`config.mk`:
```
export PLATFORM = sky130hd
export DESIGN_NAME = qdec_bs_fetch
export DESIGN_NICKNAME = d
export VERILOG_FILES = /design/src/rtl/qdec_cabac_pkg.sv /design/src/rtl/qdec_bs_byte_fifo.sv /design/src/rtl/qdec_bs_fetch.sv
export SDC_FILE = /design/constraint.sdc
export NUM_CORES = 1
export LEC_CHECK = 0
export CAP_MARGIN = 20
export CELL_PAD_IN_SITES_DETAIL_PLACEMENT = 1
export CELL_PAD_IN_SITES_GLOBAL_PLACEMENT = 2
export CORE_MARGIN = 5
export CORE_UTILIZATION = 45
export CTS_CLUSTER_SIZE = 25
export DETAILED_ROUTE_END_ITERATION = 7
export DONT_BUFFER_PORTS = 1
export PLACE_DENSITY_LB_ADDON = 0.1
export SETUP_SLACK_MARGIN = 0.02
export SLEW_MARGIN = 0
export SYNTH_ARGS = -nofsm -noshare
export SYNTH_HDL_FRONTEND = slang
export SYNTH_HIERARCHICAL = 1
export SYNTH_SLANG_ARGS = --single-unit
export TNS_END_PERCENT = 20
```
`constraint.sdc`:
```
create_clock -name clk -period 5.9 [get_ports clk]
set_input_delay 0.885 -clock clk [delete_from_list [all_inputs] [get_ports clk]]
set_output_delay 0.885 -clock clk [all_outputs]
set_load 0.02 [all_outputs]
```
`src/rtl/qdec_cabac_pkg.sv`:
```
// ============================================================================
// Module      : qdec_cabac_pkg
// Description : Shared constants, types and helpers for the CABAC bitstream
//               front-end (EPB detection constants, byte type, clog2).
// Revision    : 1.0 - initial release
// ============================================================================
`timescale 1ns/1ps
`default_nettype none

package qdec_cabac_pkg;

    // Emulation-prevention byte and the zero run that must precede it
    localparam logic [7:0] EPB_BYTE = 8'h03;
    localparam int         EPB_ZRUN = 2;

    typedef logic [7:0] bs_byte_t;

    // Ceiling log2 usable in constant expressions; clog2(1) = 0
    function automatic int clog2(input int value);
        int r;
        r = 0;
        for (int i = 0; i < 31; i++) begin
            if ((1 << i) < value) begin
                r = i + 1;
            end
        end
        return r;
    endfunction

endpackage

`default_nettype wire

```
`src/rtl/qdec_bs_byte_fifo.sv`:
```
// ============================================================================
// Module      : qdec_bs_byte_fifo
// Description : Synchronous byte FIFO, power-of-two depth, wrap-around
//               pointers with an extra MSB for full/empty, sync clear.
//               Read data is presented combinationally from the head entry.
// Revision    : 1.0 - initial release
// ============================================================================
`timescale 1ns/1ps
`default_nettype none

module qdec_bs_byte_fifo
    import qdec_cabac_pkg::*;
#(
    parameter int DEPTH = 16
)(
    input  logic     clk,
    input  logic     rst_n,
    input  logic     i_clr,
    input  logic     i_push,
    input  bs_byte_t i_din,
    input  logic     i_pop,
    output bs_byte_t o_dout,
    output logic     o_full,
    output logic     o_empty
);

    localparam int c_aw = clog2(DEPTH);

    bs_byte_t          r_mem [DEPTH];
    logic [c_aw:0]     r_wr;
    logic [c_aw:0]     r_rd;

    assign o_empty = (r_wr == r_rd);
    assign o_full  = (r_wr[c_aw] != r_rd[c_aw]) && (r_wr[c_aw-1:0] == r_rd[c_aw-1:0]);
    assign o_dout  = r_mem[r_rd[c_aw-1:0]];

    // Storage array; a push while full is only issued together with a pop
    always_ff @(posedge clk) begin
        if (i_push) begin
            r_mem[r_wr[c_aw-1:0]] <= i_din;
        end
    end

    // Pointer update with clear taking priority over push/pop
    always_ff @(posedge clk or negedge rst_n) begin
        if (!rst_n) begin
            r_wr <= '0;
            r_rd <= '0;
        end else if (i_clr) begin
            r_wr <= '0;
            r_rd <= '0;
        end else begin
            if (i_push) r_wr <= r_wr + 1'b1;
            if (i_pop)  r_rd <= r_rd + 1'b1;
        end
    end

endmodule

`default_nettype wire

```
`src/rtl/qdec_bs_fetch.sv`:
```
// ============================================================================
// Module      : qdec_bs_fetch
// Description : CABAC bitstream front-end. Stages IN_BYTES-wide input beats,
//               strips 00 00 03 emulation-prevention bytes, buffers bytes in
//               a FIFO and presents an MSB-first bit window with variable
//               consume, byte-align and flush.
//               Optional: QDEC_BS_BYTECNT_EN adds stream_bytes / epb_count.
// Revision    : 1.0 - initial release
// ============================================================================
`timescale 1ns/1ps
`default_nettype none

module qdec_bs_fetch
    import qdec_cabac_pkg::*;
#(
    parameter int IN_BYTES   = 1,
    parameter int FIFO_DEPTH = 16,
    parameter int MAX_BITS   = 16,
    parameter int WIN_BITS   = 32
)(
    input  logic                             clk,
    input  logic                             rst_n,
    input  logic                             flush,
    input  logic [8*IN_BYTES-1:0]            bitstreamFetch,
    input  logic                             bitstreamFetch_vld,
    output logic                             bitstreamFetch_rdy,
    output logic [MAX_BITS-1:0]              bits_peek,
    output logic [clog2(WIN_BITS+1)-1:0]     bits_avail,
    input  logic [clog2(MAX_BITS+1)-1:0]     consume_len,
    input  logic                             consume_vld,
    output logic                             consume_rdy,
    input  logic                             align_req,
    output logic                             bytealign,
    output logic                             epb_dropped
`ifdef QDEC_BS_BYTECNT_EN
    ,
    output logic [31:0]                      stream_bytes,
    output logic [15:0]                      epb_count
`endif
);

    localparam int c_av_w  = clog2(WIN_BITS + 1);
    localparam int c_idx_w = (IN_BYTES > 1) ? clog2(IN_BYTES) : 1;

    // ---------------- staging / EPB filter ----------------
    logic [8*IN_BYTES-1:0] r_stg_data;
    logic                  r_stg_vld;
    logic [c_idx_w-1:0]    r_stg_idx;
    logic [1:0]            r_zcnt;
    logic                  r_epb;

    bs_byte_t w_cur_byte;
    logic     w_is_epb;
    logic     w_drain;
    logic     w_last;
    logic     w_beat_acc;

    // ---------------- FIFO ----------------
    bs_byte_t w_fifo_dout;
    logic     w_fifo_full;
    logic     w_fifo_empty;
    logic     w_fifo_push;
    logic     w_fifo_pop;

    // ---------------- window ----------------
    logic [WIN_BITS-1:0] r_win;
    logic [c_av_w-1:0]   r_avail;
    logic [2:0]          r_pos;

    logic                w_cons_fire;
    logic                w_align_fire;
    logic [c_av_w-1:0]   w_shift;
    logic [c_av_w-1:0]   w_avail_after;
    logic [WIN_BITS-1:0] w_win_after;
    logic [WIN_BITS-1:0] w_refill;

    assign bitstreamFetch_rdy = !r_stg_vld && !flush;
    assign w_beat_acc         = bitstreamFetch_vld && bitstreamFetch_rdy;

    assign w_cur_byte  = bs_byte_t'(r_stg_data >> {r_stg_idx, 3'b000});
    assign w_is_epb    = (r_zcnt == 2'(EPB_ZRUN)) && (w_cur_byte == EPB_BYTE);
    // A dropped EPB never needs FIFO space; a kept byte may reuse a slot freed this cycle
    assign w_drain     = r_stg_vld && !flush && (w_is_epb || !w_fifo_full || w_fifo_pop);
    assign w_fifo_push = w_drain && !w_is_epb;
    assign w_last      = (r_stg_idx == c_idx_w'(IN_BYTES - 1));

    // Input staging register: load a beat, then drain one byte per cycle
    always_ff @(posedge clk or negedge rst_n) begin
        if (!rst_n) begin
            r_stg_data <= '0;
            r_stg_vld  <= 1'b0;
            r_stg_idx  <= '0;
        end else if (flush) begin
            r_stg_vld  <= 1'b0;
            r_stg_idx  <= '0;
        end else if (w_beat_acc) begin
            r_stg_data <= bitstreamFetch;
            r_stg_vld  <= 1'b1;
            r_stg_idx  <= '0;
        end else if (w_drain) begin
            if (w_last) begin
                r_stg_vld <= 1'b0;
                r_stg_idx <= '0;
            end else begin
                r_stg_idx <= r_stg_idx + 1'b1;
            end
        end
    end

    // Zero-run tracking across beats and EPB-removal pulse
    always_ff @(posedge clk or negedge rst_n) begin
        if (!rst_n) begin
            r_zcnt <= 2'd0;
            r_epb  <= 1'b0;
        end else begin
            r_epb <= w_drain && w_is_epb;
            if (flush) begin
                r_zcnt <= 2'd0;
            end else if (w_drain) begin
                if (w_is_epb || (w_cur_byte != 8'h00)) begin
                    r_zcnt <= 2'd0;
                end else if (r_zcnt != 2'(EPB_ZRUN)) begin
                    r_zcnt <= r_zcnt + 2'd1;
                end
            end
        end
    end

    qdec_bs_byte_fifo #(
        .DEPTH (FIFO_DEPTH)
    ) u_fifo (
        .clk     (clk),
        .rst_n   (rst_n),
        .i_clr   (flush),
        .i_push  (w_fifo_push),
        .i_din   (w_cur_byte),
        .i_pop   (w_fifo_pop),
        .o_dout  (w_fifo_dout),
        .o_full  (w_fifo_full),
        .o_empty (w_fifo_empty)
    );

    assign bytealign   = (r_pos == 3'd0);
    assign consume_rdy = (c_av_w'(consume_len) <= r_avail);
    // Align wins over consume; flush wins over both
    assign w_align_fire = align_req && !bytealign && !flush;
    assign w_cons_fire  = consume_vld && consume_rdy && !align_req && !flush;

    // Bits removed from the top of the window this cycle
    always_comb begin
        w_shift = '0;
        if (w_align_fire) begin
            w_shift = c_av_w'(4'd8 - {1'b0, r_pos});
        end else if (w_cons_fire) begin
            w_shift = c_av_w'(consume_len);
        end
    end

    assign w_avail_after = r_avail - w_shift;
    assign w_win_after   = r_win << w_shift;
    assign w_fifo_pop    = !w_fifo_empty && !flush && (w_avail_after <= c_av_w'(WIN_BITS - 8));
    // Popped byte lands directly below the bits that survive this cycle's shift
    assign w_refill      = {w_fifo_dout, {(WIN_BITS-8){1'b0}}} >> w_avail_after;

    // Bit window: bits below r_avail are kept zero so the peek needs no masking
    always_ff @(posedge clk or negedge rst_n) begin
        if (!rst_n) begin
            r_win   <= '0;
            r_avail <= '0;
            r_pos   <= 3'd0;
        end else if (flush) begin
            r_win   <= '0;
            r_avail <= '0;
            r_pos   <= 3'd0;
        end else begin
            r_win   <= w_fifo_pop ? (w_win_after | w_refill) : w_win_after;
            r_avail <= w_fifo_pop ? (w_avail_after + c_av_w'(8)) : w_avail_after;
            r_pos   <= r_pos + w_shift[2:0];
        end
    end

    assign bits_peek   = r_win[WIN_BITS-1 -: MAX_BITS];
    assign bits_avail  = r_avail;
    assign epb_dropped = r_epb;

`ifdef QDEC_BS_BYTECNT_EN
    logic [c_av_w:0] w_pos_sum;
    logic [31:0]     r_stream_bytes;
    logic [15:0]     r_epb_count;

    assign w_pos_sum = (c_av_w+1)'(r_pos) + (c_av_w+1)'(w_shift);

    // Byte counters: whole bytes leaving the window and saturating EPB count
    always_ff @(posedge clk or negedge rst_n) begin
        if (!rst_n) begin
            r_stream_bytes <= 32'd0;
            r_epb_count    <= 16'd0;
        end else if (flush) begin
            r_stream_bytes <= 32'd0;
            r_epb_count    <= 16'd0;
        end else begin
            r_stream_bytes <= r_stream_bytes + 32'(w_pos_sum >> 3);
            if (w_drain && w_is_epb && (r_epb_count != 16'hFFFF)) begin
                r_epb_count <= r_epb_count + 16'd1;
            end
        end
    end

    assign stream_bytes = r_stream_bytes;
    assign epb_count    = r_epb_count;
`endif

endmodule

`default_nettype wire

```
# Word level (Yosys, flattened, before mapping)
# Memories as Yosys holds them, arrays and structs flattened.
# Index checks and enable logic that the tools add are counted.
# classes
add_sub_neg	8
magnitude_cmp	2
n_eq_ne	7
shift	3
mux	25
bitwise	2
n_reduce_logical	35
# ops
operator	n
$mux 32	2
$or 32x32->32	1
$shl 32x6->32	1
$shr 32x6->32	1
$mux 5	5
$mux 6	3
$logic_and 1x1->1	15
$add 5x1->5 const B	2
$mux 1	10
$eq 8x2->1 const B	1
$mux 2	4
$reduce_bool 8->1	1
$shr 8x4->8	1
$logic_not 1->1	7
$add 6x4->6 const B	1
$le 5x6->1	1
$le 6x5->1 const B	1
$reduce_and 2->1	3
$reduce_bool 2->1	3
$reduce_bool 3->1	2
$sub 6x6->6	1
$eq 5x5->1	1
$sub 4x3->5 const A	1
$eq 4x4->1	1
other kinds (11)	13
# word_totals
reg_bits	64
ram_bits	128
input_bits	19
word_cells	93
n_memories	1
# mem_list
memory	depth	word_bits	read_ports	rd_ports_with_merged_regs	write_ports	line	text
u_fifo.r_mem	16	8	1	0	1	qdec_bs_byte_fifo.sv:29	bs_byte_t r_mem [DEPTH];

# Depth between registers and ports, before layout
# depth
depth_word	14
mapped_depth	23
ltp_nobuf	21

# Modules after synthesis
# Netlist, hierarchy kept.
# modules_own_cells
mod	n_inst	cells_each	area_each_um2
qdec_bs_byte_fifo	1	283	5577.8
qdec_bs_fetch	1	589	5013.6

# Worst setup path before layout
# OpenSTA, ideal clock, no wires.
# synth_timing
kind	input to register
startpoint	input consume_len[4]
endpoint	memory u_fifo/r_mem[0][0] in the netlist's numbering (enable)
setup_ns	0.383
arrival_time_ns	5.632
slack_ns	-0.115
stages	21
n_path_buf	2
cell_sequence	ha_1 > and3_1 > and3_1 > a311oi_4 > inv_4 > a32oi_4 > inv_2 > buf_1 > ha_1 > fa_1 > nor2b_1 > o21ai_1 > nand2b_1 > xnor2_2 > inv_2 > a311oi_2 > nor2b_1 > nor3b_1 > buf_2 > nand2_1 > nor3_1
# synth_via
elab_chain_cells	14
# synth_rtl
item	line	text
start: declaration	qdec_bs_fetch.sv:29	input logic [clog2(MAX_BITS+1)-1:0] consume_len,
$le 5x6->1	qdec_bs_fetch.sv:144	assign consume_rdy = (c_av_w'(consume_len) <= r_avail);
net consume_rdy	qdec_bs_fetch.sv:31	output logic consume_rdy,
$logic_and 1x1->1 (3 in series)	qdec_bs_fetch.sv:147	assign w_cons_fire = consume_vld && consume_rdy && !align_req && !flush;
$mux 5	qdec_bs_fetch.sv:154	end else if (w_cons_fire) begin
$mux 6	qdec_bs_fetch.sv:152	if (w_align_fire) begin
$sub 6x6->6	qdec_bs_fetch.sv:159	assign w_avail_after = r_avail - w_shift;
$le 6x5->1	qdec_bs_fetch.sv:161	assign w_fifo_pop = !w_fifo_empty && !flush && (w_avail_after <= c_av_w'(WIN_BITS - 8));
$logic_and 1x1->1	qdec_bs_fetch.sv:161	
$logic_or 1x1->1	qdec_bs_fetch.sv:83	assign w_drain = r_stg_vld && !flush && (w_is_epb || !w_fifo_full || w_fifo_pop);
$logic_and 1x1->1	qdec_bs_fetch.sv:83	
$logic_and 1x1->1	qdec_bs_fetch.sv:84	assign w_fifo_push = w_drain && !w_is_epb;
net w_fifo_push	qdec_bs_fetch.sv:62	logic w_fifo_push;
$mux 1	qdec_bs_byte_fifo.sv:39	if (i_push) begin
$mux 1 (implied by the code)	qdec_bs_byte_fifo.sv:40	r_mem[r_wr[c_aw-1:0]] <= i_din;
end: declaration	qdec_bs_byte_fifo.sv:29	
# The timed path passes the listed nets, and every way through them passes these cells.

# Final worst setup path
# layout_timing
startpoint	register r_pos[0]
endpoint	memory u_fifo/r_mem[13][2] in the netlist's numbering (enable)
# layout_via
elab_chain_cells	13
elab_cells_between_ends	14
classes_between	add/sub: 2; order compare: 1; mux: 3; reduce/logical: 8
# layout_rtl
item	line	text
start: declaration	qdec_bs_fetch.sv:68	logic [2:0] r_pos;
start signal: assignment	qdec_bs_fetch.sv:178	r_pos <= r_pos + w_shift[2:0];
$logic_not 3->1	qdec_bs_fetch.sv:143	assign bytealign = (r_pos == 3'd0);
net bytealign	qdec_bs_fetch.sv:33	output logic bytealign,
$logic_not 1->1	qdec_bs_fetch.sv:146	assign w_align_fire = align_req && !bytealign && !flush;
$logic_and 1x1->1 (2 in series)	qdec_bs_fetch.sv:146	
$mux 6	qdec_bs_fetch.sv:152	
$sub 6x6->6	qdec_bs_fetch.sv:159	
$le 6x5->1	qdec_bs_fetch.sv:161	
$logic_and 1x1->1	qdec_bs_fetch.sv:161	
$logic_or 1x1->1	qdec_bs_fetch.sv:83	
$logic_and 1x1->1	qdec_bs_fetch.sv:83	
$logic_and 1x1->1	qdec_bs_fetch.sv:84	
net w_fifo_push	qdec_bs_fetch.sv:62	
$mux 1	qdec_bs_byte_fifo.sv:39	
$mux 1 (implied by the code)	qdec_bs_byte_fifo.sv:40	
# The timed path passes the listed nets, and every way through them passes these cells.

==> results.sh <==
export IMPL_tritoncts_clock_tree="yes"
export IMPL_number_of_synthesized_register_bits=191
export IMPL_yosys_most_used_dff="sky130_fd_sc_hd__edfxtp_1"
export IMPL_wl_per_cell_um=26.4
export IMPL_drc_errors=0
export IMPL_sequential_fraction_of_the_synthesis_area_pct=51.2
export IMPL_global_route_overflow_total=0
export IMPL_areaGrowthSynthToFinish_pct=7.57
export IMPL_outcome="completed"
export IMPL_cts_sink_count=191
export IMPL_finalHoldViolCount=0
export IMPL_global_route_usage_total_pct=23.7
export IMPL_dominant_cell_by_count_in_the_synthesized_netlist="sky130_fd_sc_hd__edfxtp_1"
export IMPL_layout_nets=888
export IMPL_rsz0062_at_grt="no"
export IMPL_worst_slew_pin_slew_ns=1.09
export IMPL_static_leakage_power_nw=4.06
export IMPL_finalMaxSlewViolations=0
export IMPL_type_of_element_launching_the_critical_path="flop"
export IMPL_standard_cell_core_area_sq_um=23300
export IMPL_finalSetupTns_ns=0
export IMPL_numPortBuffers=0
export IMPL_yosysUniqueCellTypes=80
export IMPL_timing_worst_setup_path_type="reg2reg"
export IMPL_power_density_cell_area_nw_per_um2=332
export IMPL_die_outline_width_um=163
export IMPL_cp_end_kind="flop"
export IMPL_cts_root_buffer_cell="sky130_fd_sc_hd__clkbuf_16"
export IMPL_die_h_um=163
export IMPL_hold_ws_ns=0.137
export IMPL_drive_above_1_share_pct=14.0
export IMPL_total_power_mw=3.78
export IMPL_max_slew_margin_pct=26.5
export IMPL_first_pass_iters=5
export IMPL_design_area_sq_um=11400
export IMPL_final_weighted_congestion_in_routability_driven_placement=0.877
export IMPL_holdBufCountCts=0
export IMPL_timing_clock_skew_ns=0.0249
export IMPL_clock_tree_buffer_depth=2
export IMPL_cts_repair_timing_setup_buffer_count=0
export IMPL_drt_iter0_markers=562
export IMPL_worstPathRequired_ns=5.95
export IMPL_detail_route_wirelength_mm=31.1
export IMPL_cell_types_with_the_largest_area_share_after_synthesis="sky130_fd_sc_hd__edfxtp_1 (36%), sky130_fd_sc_hd__dfrtp_1 (15%), sky130_fd_sc_hd__mux2i_1 (6.4%)"
export IMPL_synth_area_sq_um=10600
export IMPL_layout_min_cycle_time_ns=5.56
export IMPL_dpl_hpwl_mm=22.7
export IMPL_grt_first_pass_wirelength_mm=47.7
export IMPL_synth_largest_area_cell="sky130_fd_sc_hd__edfxtp_1"
export IMPL_timing_fmax_mhz=180
export IMPL_synth_edff_count=128
export IMPL_per_instance_average_area_after_synthesis_sq_um=12.1
export IMPL_finalSetupViolCount=0
export IMPL_routed_via_count=7165
export IMPL_placementRows=56
export IMPL_async_sr_flop_fraction_pct=33.0
export IMPL_final_critical_path_share_of_the_clock_period_pct=94.2
export IMPL_synthDominantCellAreaShare_pct=36.3
export IMPL_start_util_pct=45.4
export IMPL_cts_resized=0
export IMPL_worstHoldPathType="in2async"
export IMPL_ioPinCount=45
export IMPL_critical_path_max_fanout=8
export IMPL_timing_max_cap_violations=0
export IMPL_clk_transition_reported_paths_ns=0.10
export IMPL_cts_inserted_buffers=17
export IMPL_die_area_sq_um=26700
export IMPL_mappedNetlistNets=913
export IMPL_average_via_count_per_standard_cell=6.08
export IMPL_netlist_instances=872
export IMPL_clkLatencyLatePin_ns=0.44
export IMPL_number_of_antenna_violations_at_the_first_check_in_global_routing=0
export IMPL_grt_max_degree=64
export IMPL_antenna_diode_count=0
export IMPL_timing_critical_path_arrival_ns=5.61
export IMPL_dpl_cell_area_sq_um=10800
export IMPL_first_global_vias=7609
export IMPL_peakVddDrop_mv=0.208
export IMPL_route_antenna_remaining_nets=0
export IMPL_warnings_from_yosys=6
export IMPL_synthTopCellsByCount="sky130_fd_sc_hd__edfxtp_1 (128), sky130_fd_sc_hd__nor2_1 (78), sky130_fd_sc_hd__nand2_1 (73)"
export IMPL_cts_htree_levels=4
-- worst max-delay path, cell delays in order (launching register included) --
cell	delay, ns
sky130_fd_sc_hd__dfrtp_1	0.46
sky130_fd_sc_hd__inv_1	0.09
sky130_fd_sc_hd__ha_1	0.20
sky130_fd_sc_hd__ha_1	0.28
sky130_fd_sc_hd__nor3b_1	0.63
sky130_fd_sc_hd__nand2_1	0.36
sky130_fd_sc_hd__o31ai_4	0.15
sky130_fd_sc_hd__inv_1	0.12
sky130_fd_sc_hd__ha_1	0.35
sky130_fd_sc_hd__nor2b_1	0.17
sky130_fd_sc_hd__o21ai_1	0.13
sky130_fd_sc_hd__nand2b_1	0.11
sky130_fd_sc_hd__xnor2_2	0.38
sky130_fd_sc_hd__inv_2	0.15
sky130_fd_sc_hd__a311oi_2	0.27
sky130_fd_sc_hd__nor2b_1	0.10
sky130_fd_sc_hd__nor3b_1	0.21
sky130_fd_sc_hd__buf_4	0.21
sky130_fd_sc_hd__nand2_1	0.19
sky130_fd_sc_hd__nor2_1	0.60
-- sequential cells by signal, indices dropped and copies added, names as in the netlist --
signal / count
bits_avail: 6
epb_dropped: 1
r_pos: 3
r_win: 32
u_fifo/r_wr: 5
u_fifo/r_mem: 128
r_zcnt: 2
r_stg_vld: 1
r_stg_data: 8
u_fifo/r_rd: 5
-- area by class of cell --
cell class                      instances  area [sq um]
Timing Repair Buffer                   27           215
Clock buffer                           18           429
Multi-Input combinational cell        579          4630
Fill cell                            2384         11900
Clock inverter                         14           180
Tap cell                              319           399
Inverter                               31           119
Sequential cell                       191          5420
-- per-layer routing --
layer	up-vias	GRT usage [%]	wire length (um)
met3	46	3.84	1030
met2	154	41.7	16100
li1	3253	-	-
met4	0	8.31	929
met1	3712	29.8	13100
met5	-	0	0
-- logic make-up (layout without fill, tap and decap cells) --
logic type	count (synthesis)	count (layout)	share of synthesized area (%)
AND/OR/NAND/NOR	233	233	10.0
multiplexers	122	122	16.1
adder cells (fa/ha/maj)	22	22	2.74
XOR/XNOR	19	19	1.71
AO/OA/AOI/OAI	183	183	13.0
flip-flops	191	191	51.2
buffers and inverters	102	90	5.25
-- power breakdown --
group          switching [mW]  internal (mW)  total, mW  leakage [nW]
clock network           0.595          0.583       1.18         0.294
registers               0.152           1.52       1.67          2.00
logic                   0.590          0.341      0.931          1.76
total                    1.34           2.44       3.78          4.06
-- layout by cell type (no fill, tap or decap), drive strengths merged, types with 4 or more instances in the layout --
cell	n
o211ai	8
clkinv	5
a2111oi	4
nor2	78
nor2b	7
a2bb2oi	6
clkbuf	18
o311a	4
o22ai	5
edfxtp	128
dfrtp	63
a211o	6
a31oi	9
a22oi	26
nand4	9
o21a	4
nand2	73
and3	4
nand2b	8
nor3	8
ha	20
buf	27
a221oi	7
nand3	22
xnor2	12
nor3b	4
a211oi	19
mux2	21
mux4	33
a21o	4
inv	40
xor2	7
mux2i	68
o21ai	19
a21oi	34
and2	10
-- worst paths after layout --
check                      cells past startpoint             startpoint                       endpoint  slack (ns)
setup reg to reg                              19     r_pos[0]$_DFF_PN0_  u_fifo/r_mem[13][2]$_DFFE_PP_        0.34
hold / removal                                 0                  rst_n        bits_avail[2]$_DFF_PN0_        0.14
hold reg to reg                                1  r_zcnt[1]$_DFFE_PN0P_          r_zcnt[1]$_DFFE_PN0P_        0.54
max in group asynchronous                      0                  rst_n          epb_dropped$_DFF_PN0_        5.56
min in group clk                               1                  flush        bits_avail[2]$_DFF_PN0_        0.50
setup / recovery                              19     r_pos[0]$_DFF_PN0_  u_fifo/r_mem[13][2]$_DFFE_PP_        0.34
-- through the flow --
stage	setup WS, ns	utilization (%)	std cells
CTS	0.340	48.7	1178
finish	0.341	48.8	1179
detailed placement	0.0993	46.1	1146
global placement	0.314	46.1	1146
global route	0.0563	48.8	1179
floorplan	-0.115	-	872
Note: power is estimated with default switching activity, not from simulation.
